<file path="src/rtl/framebuffer_fill_if.sv">
// framebuffer_fill_if: Avalon-MM write-only master bus used by the fill engine.
interface framebuffer_fill_if;
  logic [31:0] address;
  logic [31:0] writedata;
  logic [3:0]  byteenable;
  logic        write;
  logic        waitrequest;
  modport master(output address, writedata, byteenable, write, input waitrequest);
  modport slave(input address, writedata, byteenable, write, output waitrequest);
endinterface

</file>
<file path="src/rtl/framebuffer_fill.sv">
// framebuffer_fill: walks a WIDTH x HEIGHT pixel buffer writing one RGB565 colour per pixel over Avalon-MM.
module framebuffer_fill #(
  parameter int WIDTH   = 320,
  parameter int HEIGHT  = 240,
  parameter int X_SHIFT = 1,
  parameter int Y_SHIFT = 10
) (
  input  logic        clock,
  input  logic        reset,
  input  logic        start_i,
  input  logic        abort_i,
  input  logic [31:0] base_addr_i,
  input  logic [15:0] color_i,
  output logic        busy_o,
  output logic        done_o,
  framebuffer_fill_if.master m
);
  localparam int XW = WIDTH > 1 ? $clog2(WIDTH) : 1;
  localparam int YW = HEIGHT > 1 ? $clog2(HEIGHT) : 1;
  typedef enum logic [1:0] {IDLE, WRITE, DONE} state_t;
  state_t      state_q;
  logic [XW-1:0] x_q, x_d;
  logic [YW-1:0] y_q, y_d;
  logic [31:0] base_q, addr_q, addr_d, data_q;
  logic [3:0]  be_q;
  logic        write_q, busy_q, done_q, abort_q, last_x, stop;
  always_comb begin
    last_x = x_q == XW'(WIDTH - 1);
    x_d    = last_x ? '0 : x_q + XW'(1);
    y_d    = last_x ? y_q + YW'(1) : y_q;
    stop   = (last_x && y_q == YW'(HEIGHT - 1)) || abort_q || abort_i;
    addr_d = base_q + (32'(y_d) << Y_SHIFT) + (32'(x_d) << X_SHIFT);
  end
  // Outputs only change on acceptance, so a stalled write stays stable even across abort.
  always_ff @(posedge clock or posedge reset) begin
    if (reset) begin
      state_q <= IDLE;
      x_q     <= '0;
      y_q     <= '0;
      base_q  <= '0;
      addr_q  <= '0;
      data_q  <= '0;
      be_q    <= '0;
      write_q <= 1'b0;
      busy_q  <= 1'b0;
      done_q  <= 1'b0;
      abort_q <= 1'b0;
    end else begin
      case (state_q)
        IDLE: if (start_i) begin
          state_q <= WRITE;
          base_q  <= base_addr_i;
          addr_q  <= base_addr_i;
          be_q    <= base_addr_i[1] ? 4'b1100 : 4'b0011;
          data_q  <= {color_i, color_i};
          x_q     <= '0;
          y_q     <= '0;
          write_q <= 1'b1;
          busy_q  <= 1'b1;
          abort_q <= 1'b0;
        end
        WRITE: begin
          abort_q <= abort_q | abort_i;
          if (!m.waitrequest) begin
            if (stop) begin
              state_q <= DONE;
              write_q <= 1'b0;
              busy_q  <= 1'b0;
              done_q  <= 1'b1;
            end else begin
              x_q    <= x_d;
              y_q    <= y_d;
              addr_q <= addr_d;
              be_q   <= addr_d[1] ? 4'b1100 : 4'b0011;
            end
          end
        end
        DONE: begin
          state_q <= IDLE;
          done_q  <= 1'b0;
          abort_q <= 1'b0;
        end
        default: state_q <= IDLE;
      endcase
    end
  end
  assign busy_o       = busy_q;
  assign done_o       = done_q;
  assign m.address    = addr_q;
  assign m.writedata  = data_q;
  assign m.byteenable = be_q;
  assign m.write      = write_q;
endmodule

</file>
<file path="src/flat_wrapper.sv">
// flat-port wrapper written by rule: the top's interface ports become plain ports
module framebuffer_fill_flat 
#(
  parameter int WIDTH   = 320,
  parameter int HEIGHT  = 240,
  parameter int X_SHIFT = 1,
  parameter int Y_SHIFT = 10
)
  (clock, reset, start_i, abort_i, base_addr_i, color_i, busy_o, done_o, m_address, m_writedata, m_byteenable, m_write, m_waitrequest);
  framebuffer_fill_if m_i ();
  input  logic clock;
  input  logic reset;
  input  logic start_i;
  input  logic abort_i;
  input  logic [31:0] base_addr_i;
  input  logic [15:0] color_i;
  output logic busy_o;
  output logic done_o;
  output wire logic [$bits(m_i.address)-1:0] m_address;
  output wire logic [$bits(m_i.writedata)-1:0] m_writedata;
  output wire logic [$bits(m_i.byteenable)-1:0] m_byteenable;
  output wire logic [$bits(m_i.write)-1:0] m_write;
  input wire logic [$bits(m_i.waitrequest)-1:0] m_waitrequest;
  assign m_address = m_i.address;
  assign m_writedata = m_i.writedata;
  assign m_byteenable = m_i.byteenable;
  assign m_write = m_i.write;
  assign m_i.waitrequest = m_waitrequest;
  framebuffer_fill #(.WIDTH(WIDTH), .HEIGHT(HEIGHT), .X_SHIFT(X_SHIFT), .Y_SHIFT(Y_SHIFT)) u_core (.clock(clock), .reset(reset), .start_i(start_i), .abort_i(abort_i), .base_addr_i(base_addr_i), .color_i(color_i), .busy_o(busy_o), .done_o(done_o), .m(m_i));
endmodule
</file>
<file path="config.mk">
export PLATFORM = sky130hd
export DESIGN_NAME = framebuffer_fill_flat
export DESIGN_NICKNAME = d
export VERILOG_FILES = /design/src/rtl/framebuffer_fill_if.sv /design/src/rtl/framebuffer_fill.sv /design/src/flat_wrapper.sv
export SDC_FILE = /design/constraint.sdc
export NUM_CORES = 1
export LEC_CHECK = 0
export ABC_AREA = 1
export BUFFER_PORTS_ARGS = -buffer_cell sky130_fd_sc_hd__buf_4
export CORE_MARGIN = 2
export CORE_UTILIZATION = 45
export DETAILED_ROUTE_END_ITERATION = 6
export GPL_ROUTABILITY_DRIVEN = 0
export GPL_TIMING_DRIVEN = 0
export PLACE_DENSITY = 0.71
export SETUP_SLACK_MARGIN = 0.4
export SLEW_MARGIN = 20
export SYNTH_ARGS = -nofsm -noshare
export SYNTH_HDL_FRONTEND = slang
export SYNTH_SLANG_ARGS = --single-unit
</file>
<file path="constraint.sdc">
create_clock -name clock -period 6.05 [get_ports clock]
set_input_delay 0.9075 -clock clock [delete_from_list [all_inputs] [get_ports clock]]
set_output_delay 0.9075 -clock clock [all_outputs]
set_load 0.005 [all_outputs]
</file>
==> results.tsv <==
stage	metric	value	unit
grt	antenna_found_initial	0	
yosys	synth_warnings	0	
min_path	min_to	u_core.m.address[15]$_DFFE_PP0P_	
clock_tree	cts_htree_levels	3	
layout	syn_to_final_growth	22.8	%
grt	grt_most_used_layer	met2	
timing	max_freq	0.297	GHz
route	dr.pass1.iters	7	
clock_tree	clk_latency	360	ps
critical_path	cp_common_cell	nand2_1	
layout	stdcell_count	1288	
yosys	syn_area_per_cell	6.70	sq um
floorplanning	die-area	15400	sq um
min_path	hold_path_depth	2	
placement	port_buffers	123	
floorplanning	io_pins	124	
power	ir_drop	0.282	mV
clock_tree	cts.repair.resized	0	
yosys	yosysSeqAreaShare	39.8	%
floorplanning	rows	43	
critical_path	cp_data_arrival_time	3630	ps
layout	final_nets	1177	
layout	drive_gt1_share	16.2	%
timing	relSlewSlack	54.7	%
yosys	netlist_instances	968	
floorplanning	coreArea	14000	sq um
clock_tree	clk_pin_slew	70	ps
status	outcome	completed	
grt	grt_use_met1	33.9	%
timing	worst_pin_slew	680	ps
power	p_total	3.78	mW
placement	dp_hpwl	13700	um
timing	fin_crit_sh	55.7	%
route	vias	6274	
timing	worst_clock_skew	9.72	ps
yosys	synth_cell_types	33	
timing	drv_slew	0	
grt	grt_pass1_wl	28600	um
critical_path	critPathMaxFanout	10	
timing	hold_slack	486	ps
critical_path	path_cells	ha_1 > nand3_2 > nor2_2 > nand2_1 > nor2_4 > buf_2 > nor2_1 > ha_1 > fa_1 > nand3_1 > nand3_1 > nand3_1 > nand3b_1 > nand2_1 > nand2_1 > nand2_1 > nand3_1 > nand2_1 > nand2_1	
power	p_leak	4.53	nW
timing	worst_slack	2680	ps
grt	grt_max_degree	66	
grt	grtUsageMet3	4.76	%
critical_path	rr_endpoint	u_core.m.address[21]$_DFFE_PP0P_	
timing	finalSetupViolCount	0	
timing	min_period	3370	ps
critical_path	cp.required	6310	ps
grt	grt_overflow	0	
critical_path	critPathSlowestCell	fa_1	
critical_path	reg2reg_depth	19	
placement	dp_cells	1272	
clock_tree	cts_setup_buffers	0	
yosys	syn_nets	1042	
route	routedWlPerCell	13.8	um
critical_path	critPathKind	register to register	
min_path	worstHoldStart	u_core.m.address[15]$_DFFE_PP0P_	
floorplanning	die_x	124	um
grt	track_usage	24.3	%
layout	antennaDiodeCount	0	
timing	tns	0	ps
floorplanning	start_util	46.4	%
critical_path	r2r_setup_slack	2680	ps
clock_tree	cts_buffers	9	
placement	place_ws	2690	ps
critical_path	cp_top_family	simple AND/OR/NAND/NOR gates	
route	drt_iter0_drc	415	
route	ant_nets	0	
flow_run	drv_cap	0	
clock_tree	clock_path_buffers	2	
route	wl	17800	um
power	pwr_density_cell	475	nW/um^2
route	drcViolationCount	0	
critical_path	rr_startpoint	u_core.x_q[0]$_DFFE_PP0P_	
clock_tree	postCtsHoldBufs	0	
clock_tree	root_buffer	clkbuf_16	
timing	rsz0062_at_grt	no	
floorplanning	die_h	124	um
critical_path	slowest_delay	440	ps
clock_tree	cts_tree	done	
critical_path	start_kind	register	
timing	hold_viol_final	0	
min_path	hold_path_class	register to register	
clock_tree	clock-sinks	103	
yosys	synth_seq_cells	103	
critical_path	endpoint_kind	register	
critical_path	worst-path-buf-inv	1	
grt	grtUsageMet2	39.1	%
yosys	syn_area	6480	sq um
route	drt-vias-per-instance	4.87	
grt	grt_pass1_vias	5754	
==> metrics by stage <==
| stage | util (%) | area, sq um |
|---|---|---|
| final | 56.9 | 7960 |
| after global placement | 54.6 | 7630 |
| after CTS | 56.9 | 7960 |
| after detailed placement | 54.8 | 7660 |
| after floorplan | - | 6480 |
| after global routing | 56.9 | 7960 |
==> flip-flops by register name, summed over array words and instances (netlist names), 2 cells and up <==
name	cells
u_core.m.writedata	16
u_core.x_q	9
u_core.state_q	2
u_core.base_q	32
u_core.m.byteenable	2
u_core.y_q	8
u_core.m.address	31
==> layout by cell type, fill, tap and decap left out, types with 5 or more instances in the layout <==
master / n
a21oi_1: 12
buf_1: 5
buf_2: 5
buf_4: 143
buf_6: 6
clkbuf_1: 13
clkbuf_16: 9
dfrtp_1: 103
ha_1: 20
inv_1: 113
nand2_1: 427
nand3_1: 56
nand4_1: 5
nor2_1: 77
nor3_1: 12
o21ai_0: 52
o22ai_1: 5
xor2_1: 14
==> metal layers <==
metal / wire length [um] / vias to the layer above
met2: 8390 / 163
met1: 8260 / 2876
met5: 0 / -
met4: 197 / 0
li1: - / 3220
met3: 950 / 15
==> cell type report <==
cell class / count / area (sq um)
Buffer: 47 / 303
Clock buffer: 11 / 233
Clock inverter: 5 / 65.1
Fill cell: 1404 / 6030
Inverter: 116 / 440
Multi-Input combinational cell: 702 / 3170
Sequential cell: 103 / 2580
Tap cell: 180 / 225
Timing Repair Buffer: 124 / 951
==> tightest hold or removal path, delay by kind of cell (launching register included) <==
kind             cells  cell delay [ps]
DFF                  1              350
and+or+nand+nor      2              100
==> logic make-up after synthesis <==
| logic type | share of synthesized area (%) |
|---|---|
| AO/OA/AOI/OAI | 6.27 |
| XOR/XNOR | 2.03 |
| adder cells (fa/ha/maj) | 4.17 |
| buffers and inverters | 11.4 |
| flip-flops | 39.8 |
| AND/OR/NAND/NOR | 36.4 |
==> power by group <==
part / total, mW / internal (mW) / switching, mW
Clock: 0.597 / 0.326 / 0.270
Sequential: 1.19 / 0.987 / 0.200
Combinational: 2.00 / 0.851 / 1.15
==> worst max path at each step <==
stage                         startpoint                                to  slack [ps]  cells after the start
6_report       u_core.x_q[0]$_DFFE_PP0P_  u_core.m.address[21]$_DFFE_PP0P_        2680                     19
4_1_cts        u_core.x_q[0]$_DFFE_PP0P_  u_core.m.address[29]$_DFFE_PP0P_        2690                     19
2_1_floorplan                      reset        u_core.abort_q$_DFFE_PP0P_        2440                      1
3_3_place_gp                       reset         u_core.y_q[3]$_DFFE_PP0P_        1140                      2
5_1_grt        u_core.x_q[0]$_DFFE_PP0P_  u_core.m.address[29]$_DFFE_PP0P_        2380                     19
3_5_place_dp   u_core.x_q[0]$_DFFE_PP0P_  u_core.m.address[29]$_DFFE_PP0P_        2690                     19
==> cells in the mapped netlist <==
cell	instances	area, sq um
o21bai_1	2	15.0
o21ai_1	2	10.0
a21oi_1	12	60.1
clkinv_1	1	3.75
nor2_2	2	12.5
buf_6	6	67.6
inv_1	114	428
nor3_1	12	60.1
clkbuf_1	11	41.3
nor2_4	1	11.3
buf_2	5	25.0
ha_1	20	250
nand2_2	2	12.5
xnor2_1	1	8.76
o211ai_1	1	7.51
nand2_4	1	11.3
and3_1	1	6.26
nand3_2	2	20.0
nand3b_1	3	22.5
nand3_1	56	280
fa_1	1	20.0
dfrtp_1	103	2580
nand4_1	5	31.3
inv_2	1	3.75
xor2_1	14	123
nor2_1	77	289
a21boi_0	2	15.0
o21a_1	1	7.51
o21ai_0	52	260
buf_4	20	150
buf_1	5	18.8
nand2_1	427	1600
o22ai_1	5	31.3
(Power assumes the default switching activity.)
